`config.mk`:
```
export PLATFORM = sky130hd
export DESIGN_NAME = ddr2_write_burst8_flat
export DESIGN_NICKNAME = d
export VERILOG_FILES = /design/src/rtl/ddr2_write_burst8_if.sv /design/src/rtl/ddr2_write_burst8.sv /design/src/flat_wrapper.sv
export SDC_FILE = /design/constraint.sdc
export NUM_CORES = 1
export LEC_CHECK = 0
export ABC_AREA = 1
export BUFFER_PORTS_ARGS = -buffer_cell sky130_fd_sc_hd__buf_2
export CAP_MARGIN = 30
export CORE_MARGIN = 2
export CORE_UTILIZATION = 45
export CTS_CLUSTER_SIZE = 40
export DETAILED_ROUTE_END_ITERATION = 12
export GPL_TIMING_DRIVEN = 1
export PLACE_DENSITY = 0.68
export SLEW_MARGIN = 5
export SYNTH_ARGS = -nofsm -noshare
export SYNTH_HDL_FRONTEND = slang
export SYNTH_SLANG_ARGS = --single-unit
```
`constraint.sdc`:
```
create_clock -name clk -period 4.5 [get_ports clk]
set_input_delay 0.225 -clock clk [delete_from_list [all_inputs] [get_ports clk]]
set_output_delay 0.225 -clock clk [all_outputs]
set_load 0.05 [all_outputs]
```
`src/rtl/ddr2_write_burst8_if.sv`:
```
// Controller-side bus for the DDR2 write burst launcher: buffer load, start pulse,
// status, and the ODDR/tristate drive values.
interface ddr2_write_burst8_if #(
  parameter int DW = 16
);
  logic [DW-1:0] din;
  logic [1:0]    dmIn;
  logic [2:0]    wrPtr;
  logic          wrEn;
  logic          talk;
  logic          busy;
  logic          done;
  logic [DW-1:0] dq_rise;
  logic [DW-1:0] dq_fall;
  logic          dq_oe;
  logic [1:0]    dm_rise;
  logic [1:0]    dm_fall;
  logic          dqs_rise;
  logic          dqs_fall;
  logic          dqs_oe;

  modport master (
    output din, dmIn, wrPtr, wrEn, talk,
    input  busy, done, dq_rise, dq_fall, dq_oe, dm_rise, dm_fall,
           dqs_rise, dqs_fall, dqs_oe
  );

  modport slave (
    input  din, dmIn, wrPtr, wrEn, talk,
    output busy, done, dq_rise, dq_fall, dq_oe, dm_rise, dm_fall,
           dqs_rise, dqs_fall, dqs_oe
  );
endinterface

```
`src/rtl/ddr2_write_burst8.sv`:
```
// DDR2 write-direction DQ/DQS launcher: 8-word burst buffer, write-latency wait,
// DQS preamble, 4 double-rate data beats, DQS postamble. All outputs registered.
module ddr2_write_burst8 #(
  parameter int WL = 2,
  parameter int DW = 16
) (
  input logic               clk,
  input logic               reset_n,
  ddr2_write_burst8_if.slave bus
);
  // state  | meaning
  // S_IDLE | no burst, buffer writable, waiting for talk
  // S_WAIT | counting down write latency
  // S_PRE  | DQS preamble, DQ tristated
  // S_DATA | beat r_beat: two words per cycle
  // S_POST | DQS postamble, done=1
  typedef enum logic [2:0] {S_IDLE, S_WAIT, S_PRE, S_DATA, S_POST} state_t;

  state_t        r_state, w_state_nx;
  logic [3:0]    r_lat, w_lat_nx;
  logic [1:0]    r_beat, w_beat_nx;
  logic [DW+1:0] r_buf [8];

  logic [DW+1:0] w_word_lo, w_word_hi;
  logic          w_busy, w_done, w_dq_oe, w_dqs_oe, w_dqs_rise;
  logic [DW-1:0] w_dq_rise, w_dq_fall;
  logic [1:0]    w_dm_rise, w_dm_fall;

  always_ff @(posedge clk or negedge reset_n) begin
    if (!reset_n) begin
      for (int i = 0; i < 8; i++) r_buf[i] <= '0;
    end else if (bus.wrEn && (r_state == S_IDLE)) begin
      r_buf[bus.wrPtr] <= {bus.dmIn, bus.din};
    end
  end

  always_ff @(posedge clk or negedge reset_n) begin
    if (!reset_n) begin
      r_state <= S_IDLE;
      r_lat   <= '0;
      r_beat  <= '0;
    end else begin
      r_state <= w_state_nx;
      r_lat   <= w_lat_nx;
      r_beat  <= w_beat_nx;
    end
  end

  always_comb begin
    w_state_nx = r_state;
    w_lat_nx   = r_lat;
    w_beat_nx  = r_beat;
    case (r_state)
      S_IDLE: begin
        if (bus.talk) begin
          if (WL == 1) begin
            w_state_nx = S_PRE;
          end else begin
            w_state_nx = S_WAIT;
            w_lat_nx   = 4'(WL - 1);
          end
        end
      end
      S_WAIT: begin
        if (r_lat <= 4'd1) begin
          w_state_nx = S_PRE;
          w_lat_nx   = '0;
        end else begin
          w_lat_nx = r_lat - 4'd1;
        end
      end
      S_PRE: begin
        w_state_nx = S_DATA;
        w_beat_nx  = '0;
      end
      S_DATA: begin
        if (r_beat == 2'd3) begin
          w_state_nx = S_POST;
          w_beat_nx  = '0;
        end else begin
          w_beat_nx = r_beat + 2'd1;
        end
      end
      S_POST:  w_state_nx = S_IDLE;
      default: w_state_nx = S_IDLE;
    endcase
  end

  // Outputs are decoded from the next state so they line up with the state they describe.
  assign w_word_lo = r_buf[{w_beat_nx, 1'b0}];
  assign w_word_hi = r_buf[{w_beat_nx, 1'b1}];

  always_comb begin
    w_busy     = (w_state_nx != S_IDLE);
    w_done     = 1'b0;
    w_dq_oe    = 1'b0;
    w_dqs_oe   = 1'b0;
    w_dqs_rise = 1'b0;
    w_dq_rise  = '0;
    w_dq_fall  = '0;
    w_dm_rise  = '0;
    w_dm_fall  = '0;
    case (w_state_nx)
      S_PRE:  w_dqs_oe = 1'b1;
      S_DATA: begin
        w_dq_oe    = 1'b1;
        w_dqs_oe   = 1'b1;
        w_dqs_rise = 1'b1;
        w_dq_rise  = w_word_lo[DW-1:0];
        w_dq_fall  = w_word_hi[DW-1:0];
        w_dm_rise  = w_word_lo[DW+1:DW];
        w_dm_fall  = w_word_hi[DW+1:DW];
      end
      S_POST: begin
        w_dqs_oe = 1'b1;
        w_done   = 1'b1;
      end
      default: ;
    endcase
  end

  always_ff @(posedge clk or negedge reset_n) begin
    if (!reset_n) begin
      bus.busy     <= 1'b0;
      bus.done     <= 1'b0;
      bus.dq_oe    <= 1'b0;
      bus.dqs_oe   <= 1'b0;
      bus.dqs_rise <= 1'b0;
      bus.dqs_fall <= 1'b0;
      bus.dq_rise  <= '0;
      bus.dq_fall  <= '0;
      bus.dm_rise  <= '0;
      bus.dm_fall  <= '0;
    end else begin
      bus.busy     <= w_busy;
      bus.done     <= w_done;
      bus.dq_oe    <= w_dq_oe;
      bus.dqs_oe   <= w_dqs_oe;
      bus.dqs_rise <= w_dqs_rise;
      bus.dqs_fall <= 1'b0;
      bus.dq_rise  <= w_dq_rise;
      bus.dq_fall  <= w_dq_fall;
      bus.dm_rise  <= w_dm_rise;
      bus.dm_fall  <= w_dm_fall;
    end
  end
endmodule
```
`src/flat_wrapper.sv`:
```
// flat-port wrapper written by rule: the top's interface ports become plain ports
module ddr2_write_burst8_flat 
#(
  parameter int WL = 2,
  parameter int DW = 16
)
  (clk, reset_n, bus_din, bus_dmIn, bus_wrPtr, bus_wrEn, bus_talk, bus_busy, bus_done, bus_dq_rise, bus_dq_fall, bus_dq_oe, bus_dm_rise, bus_dm_fall, bus_dqs_rise, bus_dqs_fall, bus_dqs_oe);
  ddr2_write_burst8_if #(.DW(DW)) bus_i ();
  input logic clk;
  input logic reset_n;
  input wire logic [$bits(bus_i.din)-1:0] bus_din;
  input wire logic [$bits(bus_i.dmIn)-1:0] bus_dmIn;
  input wire logic [$bits(bus_i.wrPtr)-1:0] bus_wrPtr;
  input wire logic [$bits(bus_i.wrEn)-1:0] bus_wrEn;
  input wire logic [$bits(bus_i.talk)-1:0] bus_talk;
  output wire logic [$bits(bus_i.busy)-1:0] bus_busy;
  output wire logic [$bits(bus_i.done)-1:0] bus_done;
  output wire logic [$bits(bus_i.dq_rise)-1:0] bus_dq_rise;
  output wire logic [$bits(bus_i.dq_fall)-1:0] bus_dq_fall;
  output wire logic [$bits(bus_i.dq_oe)-1:0] bus_dq_oe;
  output wire logic [$bits(bus_i.dm_rise)-1:0] bus_dm_rise;
  output wire logic [$bits(bus_i.dm_fall)-1:0] bus_dm_fall;
  output wire logic [$bits(bus_i.dqs_rise)-1:0] bus_dqs_rise;
  output wire logic [$bits(bus_i.dqs_fall)-1:0] bus_dqs_fall;
  output wire logic [$bits(bus_i.dqs_oe)-1:0] bus_dqs_oe;
  assign bus_i.din = bus_din;
  assign bus_i.dmIn = bus_dmIn;
  assign bus_i.wrPtr = bus_wrPtr;
  assign bus_i.wrEn = bus_wrEn;
  assign bus_i.talk = bus_talk;
  assign bus_busy = bus_i.busy;
  assign bus_done = bus_i.done;
  assign bus_dq_rise = bus_i.dq_rise;
  assign bus_dq_fall = bus_i.dq_fall;
  assign bus_dq_oe = bus_i.dq_oe;
  assign bus_dm_rise = bus_i.dm_rise;
  assign bus_dm_fall = bus_i.dm_fall;
  assign bus_dqs_rise = bus_i.dqs_rise;
  assign bus_dqs_fall = bus_i.dqs_fall;
  assign bus_dqs_oe = bus_i.dqs_oe;
  ddr2_write_burst8 #(.WL(WL), .DW(DW)) u_core (.clk(clk), .reset_n(reset_n), .bus(bus_i));
endmodule
```
==> flow_summary.ini, run 1 <==
[run_status]
status = finished, final reports clean

[global_route]
grt_pass1_wl_um = 34290
grtUsageTotal = 0.2165
grt_start_max_net_pins = 112
met1_usage = 0.3067
grtUsageMet2 = 0.3388
antenna_found_initial = 0
busiest_layer = met2
overflow = 0
first_global_vias = 6407
use_met3 = 0.03699

[detailed_routing]
dr_total_vias = 6660
viasPerCell = 5.038
drc_errors = 0
drt_iter0_drc = 577
ant_nets = 0
avgRoutedWirePerCell_um = 15.75
drt-total-wl_um = 20820
first_pass_iters = 5

[floorplan]
initial_core_util = 0.4557
rows = 51
coreArea_sq_um = 19330
ios = 67
dieArea_sq_um = 20720
die_x_um = 143.9
die_h_um = 143.9

[cts]
hold_buffers = 1
cts.clk_slew.worst_paths_ps = 70
cts_setup_buffers = 0
root_buffer = clkbuf_16
cts.sinks = 193
cts_buffer_depth = 2
tritoncts = done
clkLatencyLatePin_ps = 430
post_cts_resized = 0
cts_inserted_buffers = 17
cts_max_level = 4

[power]
intPower_mw = 4.367
ir_worst_vdd_mv = 0.6150
p_sw_mw = 3.315
p_total_mw = 7.682
clkPwrFrac = 0.207
pwr-share-seq = 0.355
power_frac_comb = 0.437
power.density_nw_per_um2 = 792.0
switching_share = 0.4315
leakage_nw = 4.852

[sta]
fmax_mhz = 448.3
fin_setup_tns_ps = 0
finClkSkew_ps = 6.271
worst_pin_slew_ps = 860.9
layout_setup_ws_ps = 2269
rsz0062_at_grt = false
slew_headroom = 0.4252
setup_violations = 0
final_max_slew_viol_count = 0
holdWs_ps = 115.0
hold_viol = 0
min_period_over_period = 0.4958
timing.final.crit_period_ps = 2231

[finish]
layout_common_cells = nand2_1, dfrtp_1, inv_1
diodes = 0
layout.nets = 1073
final_cells = 1322
fin_util = 0.5017
final_layout_size_suffix_gt1_frac = 0.1135
nFillCells = 1827
syn_to_final_growth_pct = 10.08
fin_area_sq_um = 9699
mostFrequentLayoutCell = nand2_1

[synthesis]
postSynthCellCount = 1027
synth_seq_area_share = 0.5481
ys_types = 26
synth_top_area_frac = 0.5481
yosysTopAreaCell = dfrtp_1
ys_warn_count = 0
synthTopCellsByArea = dfrtp_1, nand2_1, nand3_1, inv_1, o21ai_1
ys_ff_latch = 193
syn_nets = 1055
synth.avg_cell_area_sq_um = 8.579
synth_area_sq_um = 8811

[placement]
port_buffers = 65
place_ws_ps = 2287
dp.cells = 1289
gp_congestion = 0.7500
placed_cell_area_sq_um = 9029
hpwl_um = 12030

[critical_path]
cp-end-kind = flop
path_class = flop to flop
cp.required_ps = 4770
crit_path_start_kind = flop
critPathLaunch = u_core.r_beat[0]
reg2reg_slack_ps = 2270
worstPathMaxFanout = 35
cp_data_arrival_time_ps = 2500
worstReg2RegStart = u_core.r_beat[0]

[job]
cap_violations = 0

[worst_hold_path]
min_from = bus_dmIn[0]
hp-class = input pin to flop
## layout make-up
type                       instances  area, sq um  area share
clock inverter                     8        125.1     0.01290
sequential                       193         4830      0.4979
tap                              265        331.6     0.03418
multi-input combinational        599         2880      0.2970
clock buffer                      23        508.0     0.05237
timing repair buffer              74        424.2     0.04373
inverter                         160        600.6     0.06192
## worst max-delay path, stage by stage (launching register included)
cell and delay [ps]:
dfrtp_1 400, ha_1 230, nor2_1 150, nand2_2 80, nand2_2 540, buf_4 380
nand2_1 100, nand3_1 90, a21oi_1 80
## Yosys cell counts (all sizes together)
master  count
nand4       1
ha          3
inv       160
nand3     151
o22ai       1
conb        1
nor2       14
nor3        4
dfrtp     193
a21oi      38
or2         1
buf        61
clkbuf     14
nand2     237
xnor2       1
o21ai     147
## final timing paths
| check | endpoint | depth (start not counted) |
|---|---|---|
| setup / recovery | u_core.bus.dq_fall[4] | 8 |
| hold / removal | u_core.r_buf[142] | 3 |
| setup reg to reg | u_core.bus.dq_fall[4] | 8 |
| hold reg to reg | u_core.r_buf[97] | 2 |
| max in group asynchronous | u_core.r_buf[20] | 4 |
| min in group asynchronous | u_core.r_buf[46] | 2 |
## metal layers
metal	share of wire	wire length, um
met1	0.47	9688
met2	0.47	9731
met3	0.052	1089
met4	0.015	308
met5	0	0
## power by group through the flow
stage	registers, mW	clock network (mW)	logic, mW
global route	2.80	1.69	3.72
floorplan	3.30	0	2.00
detailed placement	2.76	0	3.34
finish	2.73	1.59	3.36
global placement	2.75	0	3.29
CTS	2.73	1.62	3.37
## sequential cells by signal, summed over array words and instances, names as in the netlist
signal and flops:
u_core.bus.dm_rise 2, u_core.bus.dq_oe 1, u_core.bus.busy 1, u_core.r_buf 144, u_core.r_lat 4, u_core.bus.dm_fall 2
u_core.bus.done 1, u_core.bus.dq_fall 16, u_core.r_state 3, u_core.bus.dq_rise 16, u_core.bus.dqs_oe 1, u_core.r_beat 2
## logic make-up (layout without fill, tap and decap cells)
| kind of cell | count (synthesis) | count (layout) | synth area share |
|---|---|---|---|
| AND/OR/NAND/NOR | 408 | 408 | 0.2154 |
| flip-flops | 193 | 193 | 0.5481 |
| other | 1 | 1 | 0.0004256 |
| buffers and inverters | 235 | 265 | 0.1250 |
| XOR/XNOR | 1 | 1 | 0.0009942 |
| adder cells (fa/ha/maj) | 3 | 3 | 0.004261 |
| AO/OA/AOI/OAI | 186 | 186 | 0.1058 |
No activity file was read; power rests on OpenSTA's default activity.
==> run 2: changes to the inputs <==
- ABC_AREA: 1 -> 0
- clock period: 4.5 -> 2.25 ns (I/O delays scaled with it)
==> flow_summary.ini, run 2 <==
[run_status]
status = finished, final reports clean

[detailed_routing]
viasPerCell = 5.703
drt_iter0_drc = 272
dr_total_vias = 5104
drt-total-wl_um = 18590
avgRoutedWirePerCell_um = 20.77
first_pass_iters = 5
ant_nets = 0
drc_errors = 0

[critical_path]
critPathSlowestCell = or4b_1
crit_path_start_kind = flop
cp-end-kind = flop
cp_data_arrival_time_ps = 2440
path_class = flop to flop
max_stage_delay_ps = 710
path_delay_family = simple AND/OR/NAND/NOR gates
cp_num_buf_inv = 1
cp.required_ps = 2560
worstReg2RegStart = u_core.r_state[0]
crit_chain = or4b_1 > nor4b_4 > buf_12 > mux2_2
worstPathMaxFanout = 18
critPathLaunch = u_core.r_state[0]

[floorplan]
ios = 67
die_h_um = 138.8
dieArea_sq_um = 19260
coreArea_sq_um = 17900
die_x_um = 138.8
rows = 49
initial_core_util = 0.4567

[job]
cap_violations = 0

[global_route]
grt_start_max_net_pins = 77
grt_pass1_wl_um = 30060
first_global_vias = 5520
antenna_found_initial = 0
overflow = 0
grtUsageTotal = 0.1996

[cts]
cts.clk_slew.worst_paths_ps = 70
clkLatencyLatePin_ps = 430
cts_inserted_buffers = 17
tritoncts = done
cts_buffer_depth = 2
root_buffer = clkbuf_16
cts_max_level = 4
cts.sinks = 193

[finish]
layout.nets = 684
syn_to_final_growth_pct = 16.47
top_register = u_core.r_buf
final_cells = 895
diodes = 0
layout_common_cells = dfrtp_1, mux2_2, buf_2
mostFrequentLayoutCell = dfrtp_1
reg_top3 = u_core.r_buf (144), u_core.bus.dq_fall (16), u_core.bus.dq_rise (16)
largest_reg_flops = 144
final_layout_size_suffix_gt1_frac = 0.4159
nFillCells = 1496

[power]
power_frac_comb = 0.366
leakage_nw = 4.538
p_sw_mw = 4.951
switching_share = 0.3575
clkPwrFrac = 0.221
pwr-share-seq = 0.413
power.density_nw_per_um2 = 1455
ir_worst_vdd_mv = 0.6989
intPower_mw = 8.899

[synthesis]
ys_ff_latch = 193
synth_most_common_cell = dfrtp_1
synth_seq_area_share = 0.5908
synth_top_area_frac = 0.5908
synth_area_sq_um = 8175
yosys-top-cells-count = dfrtp_1, mux2_2, inv_1, mux2i_1, nand4_1
yosysTopAreaCell = dfrtp_1
ys_types = 44
postSynthCellCount = 583
synth.avg_cell_area_sq_um = 14.02
synth_edf_count = 0
syn_nets = 611
async_flop_share = 1.000
synthTopCellsByArea = dfrtp_1, mux2_2, mux2i_1, o221ai_1, nand4_1
yosys_most_used_dff = dfrtp_1
ys_warn_count = 0

[sta]
fmax_mhz = 471.4
hold_viol = 0
rsz0062_at_grt = false
setup_violations = 0
slew_headroom = 0.5815
worst_pin_slew_ps = 627.7
finClkSkew_ps = 7.354
layout_setup_ws_ps = 128.7
timing.final.crit_period_ps = 2121
final_max_slew_viol_count = 0
min_period_over_period = 0.9428
holdWs_ps = 22.22

[placement]
place_ws_ps = 124.6
port_buffers = 65
dp.cells = 864
gp_congestion = 0.7466
hpwl_um = 11290

[worst_hold_path]
min_from = bus_dmIn[0]
hp-class = input pin to flop
==> run 2: area by class of cell <==
class                      count  area, sq um  area share
clock inverter                10        136.4     0.01432
tap                          229        286.5     0.03009
inverter                      41        153.9     0.01616
multi-input combinational    308         3010      0.3162
clock buffer                  19        452.9     0.04757
timing repair buffer          95        651.9     0.06846
sequential                   193         4830      0.5072
==> run 2: final timing paths <==
kind	end	slack [ps]	cells after the start
max reg2reg	u_core.r_buf[58]	130	4
min in group asynchronous	u_core.r_buf[113]	250	2
max in group asynchronous	u_core.r_buf[54]	1250	3
min	u_core.r_buf[70]	20	2
min reg2reg	u_core.r_buf[109]	500	1
max	u_core.r_buf[58]	130	4
==> run 2: kinds of logic (layout without fill, tap and decap cells) <==
| kind of cell | count (synthesis) | count (layout) | synth area share |
|---|---|---|---|
| compound gates | 49 | 49 | 0.05005 |
| fa+ha+maj | 3 | 3 | 0.004592 |
| buf+inv | 82 | 165 | 0.04270 |
| flops | 193 | 193 | 0.5908 |
| mux | 182 | 182 | 0.2496 |
| other cells | 1 | 1 | 0.0004587 |
| simple gates | 73 | 73 | 0.06183 |
==> run 2: worst reg2reg max path, stage by stage, from the launching register on <==
cell     delay [ps]
dfrtp_1         380
or4b_1          710
nor4b_4         330
buf_12          220
mux2_2          370
==> run 2: through the flow <==
stage	utilization	total power [mW]	instance area (sq um)	setup TNS [ps]
floorplan	-	9.234	8190	-596.0
global route	0.5319	14.58	9522	0
CTS	0.5319	13.89	9522	0
detailed placement	0.4978	10.82	8912	0
finish	0.5319	13.85	9522	0
global placement	0.4978	10.52	8912	0
==> run 2: power by group through the flow <==
stage | logic [mW] | registers [mW] | clock network, mW
after CTS | 5.08 | 5.71 | 3.10
after detailed placement | 5.06 | 5.76 | 0
after floorplan | 3.19 | 6.05 | 0
after global placement | 4.88 | 5.65 | 0
final | 5.07 | 5.72 | 3.05
after global routing | 5.44 | 5.88 | 3.26
==> run 2: what timing repair did <==
item / CTS / global route
resized for setup: 0 / 0
buffers inserted: 0 / 0
hold buffers: 2 / 0
endpoints found under the hold margin: 74 / 0
==> run 2: routing by layer <==
layer	part of all wire	wire length, um	global-route usage	vias up
li1	-	-	-	2262
met1	0.45	8366	0.2634	2683
met2	0.49	9128	0.3290	131
met3	0.039	719	0.04282	28
met4	0.020	372	0.07018	0
met5	0	0	0	-
==> run 3: changes to the inputs <==
- ABC_CLOCK_PERIOD_IN_PS: not set -> 2250
- GPL_TIMING_DRIVEN: 1 -> not set
- MAX_ROUTING_LAYER: not set -> met4
==> flow_summary.ini, run 3 (synthesis results as in run 2) <==
[global_route]
grtUsageMet2 = 0.3303
busiest_layer = met2
use_met3 = 0.04075
antenna_found_initial = 0
first_global_vias = 5522
grt_start_max_net_pins = 77
grtUsageTotal = 0.2055
grt_pass1_wl_um = 30080
overflow = 0
met1_usage = 0.2632

[floorplan]
ios = 67
die_x_um = 138.8
coreArea_sq_um = 17900
rows = 49
initial_core_util = 0.4567
dieArea_sq_um = 19260
die_h_um = 138.8

[finish]
layout.nets = 684
diodes = 0
fin_util = 0.5319
reg_top3 = u_core.r_buf (144), u_core.bus.dq_fall (16), u_core.bus.dq_rise (16)
largest_reg_flops = 144
layout_common_cells = dfrtp_1, mux2_2, buf_2
mostFrequentLayoutCell = dfrtp_1
final_layout_size_suffix_gt1_frac = 0.4159
syn_to_final_growth_pct = 16.47
top_register = u_core.r_buf

[detailed_routing]
first_pass_iters = 4
ant_nets = 0
drt_iter0_drc = 274
drc_errors = 0
drt-total-wl_um = 18560
viasPerCell = 5.712
avgRoutedWirePerCell_um = 20.74
dr_total_vias = 5112

[placement]
place_ws_ps = 124.6
port_buffers = 65
gp_congestion = 0.7560
hpwl_um = 11290

[critical_path]
reg2regPathDepth = 4
path_class = flop to flop
reg2reg_slack_ps = 130
max_stage_delay_ps = 710
crit_path_start_kind = flop
cp_num_buf_inv = 1
rr_endpoint = u_core.r_buf[58]
crit_chain = or4b_1 > nor4b_4 > buf_12 > mux2_2
path_delay_family = simple AND/OR/NAND/NOR gates
cp-end-kind = flop
worstPathMaxFanout = 18
worstReg2RegStart = u_core.r_state[0]
critPathSlowestCell = or4b_1
cp.required_ps = 2560
cp_data_arrival_time_ps = 2430

[worst_hold_path]
holdPathStages = 2
hp-class = input pin to flop
min_from = bus_dmIn[0]
hold-path-endpoint = u_core.r_buf[34]

[power]
pwr-share-seq = 0.413
leakage_nw = 4.538
intPower_mw = 8.899
clkPwrFrac = 0.221
ir_worst_vdd_mv = 0.6905
power.density_nw_per_um2 = 1454
switching_share = 0.3572
power_frac_comb = 0.366
p_sw_mw = 4.946

[sta]
slew_headroom = 0.5798
worst_pin_slew_ps = 630.3
min_period_over_period = 0.9410
fmax_mhz = 472.3
layout_setup_ws_ps = 132.8
finClkSkew_ps = 8.938
setup_violations = 0
hold_viol = 0
rsz0062_at_grt = false
timing.final.crit_period_ps = 2117
final_max_slew_viol_count = 0

[cts]
cts.clk_slew.worst_paths_ps = 60
cts_inserted_buffers = 17
root_buffer = clkbuf_16
clkLatencyLatePin_ps = 430
cts_buffer_depth = 2
tritoncts = done
cts_setup_buffers = 0
cts_max_level = 4
cts.sinks = 193

[run_status]
status = finished, final reports clean

[job]
cap_violations = 0
run 3: through the flow:
step	instances	setup TNS, ps	hold slack [ps]	power (mW)	cell area, sq um
after floorplan	583	-596.0	-183.1	9.234	8190
after detailed placement	864	0	180.5	10.82	8912
after global placement	864	0	178.8	10.52	8912
final	895	0	23.86	13.84	9522
after global routing	895	0	19.35	14.58	9522
after CTS	895	0	8.725	13.89	9522
run 3: layout make-up:
| class | instances | area [sq um] |
|---|---|---|
| Clock buffer | 19 | 452.9 |
| Clock inverter | 10 | 136.4 |
| Fill cell | 1496 | 8381 |
| Inverter | 41 | 153.9 |
| Multi-Input combinational cell | 308 | 3010 |
| Sequential cell | 193 | 4830 |
| Tap cell | 229 | 286.5 |
| Timing Repair Buffer | 95 | 651.9 |
run 3: routing by layer:
layer,share of wire,vias to the layer above
li1,-,2267
met1,0.45,2699
met2,0.49,119
met3,0.040,27
met4,0.017,0
met5,0,-
run 3: worst max-delay path by stage:
stage	endpoint	cells after the start	slack, ps	startpoint
after global routing	u_core.r_buf[98]	4	60	u_core.r_state[0]
final	u_core.r_buf[58]	4	130	u_core.r_state[0]
after CTS	u_core.r_buf[55]	4	110	u_core.r_state[0]
after detailed placement	u_core.r_buf[55]	4	120	u_core.r_state[0]
after global placement	u_core.r_buf[59]	4	150	u_core.r_state[0]
after floorplan	u_core.r_buf[61]	6	-30	u_core.r_state[0]
run 3: power by group through the flow:
stage | logic (mW) | registers [mW] | clock network, mW
2_1_floorplan | 3.19 | 6.05 | 0
3_3_place_gp | 4.88 | 5.65 | 0
3_5_place_dp | 5.06 | 5.76 | 0
4_1_cts | 5.08 | 5.71 | 3.10
5_1_grt | 5.44 | 5.88 | 3.26
6_report | 5.07 | 5.72 | 3.05
run 3: timing repair:
item / in CTS / in global routing
endpoints found under the hold margin: 74 / 0
resized for setup: 0 / 0
hold buffers: 2 / 0
endpoints found under the setup margin: 0 / 0
run 3: worst register-to-register path: cells and delay by family (launching register included):
| kind | cells | cell delay, ps |
|---|---|---|
| AND/OR/NAND/NOR | 2 | 1040 |
| flip-flops | 1 | 380 |
| multiplexers | 1 | 370 |
| buffers and inverters | 1 | 220 |
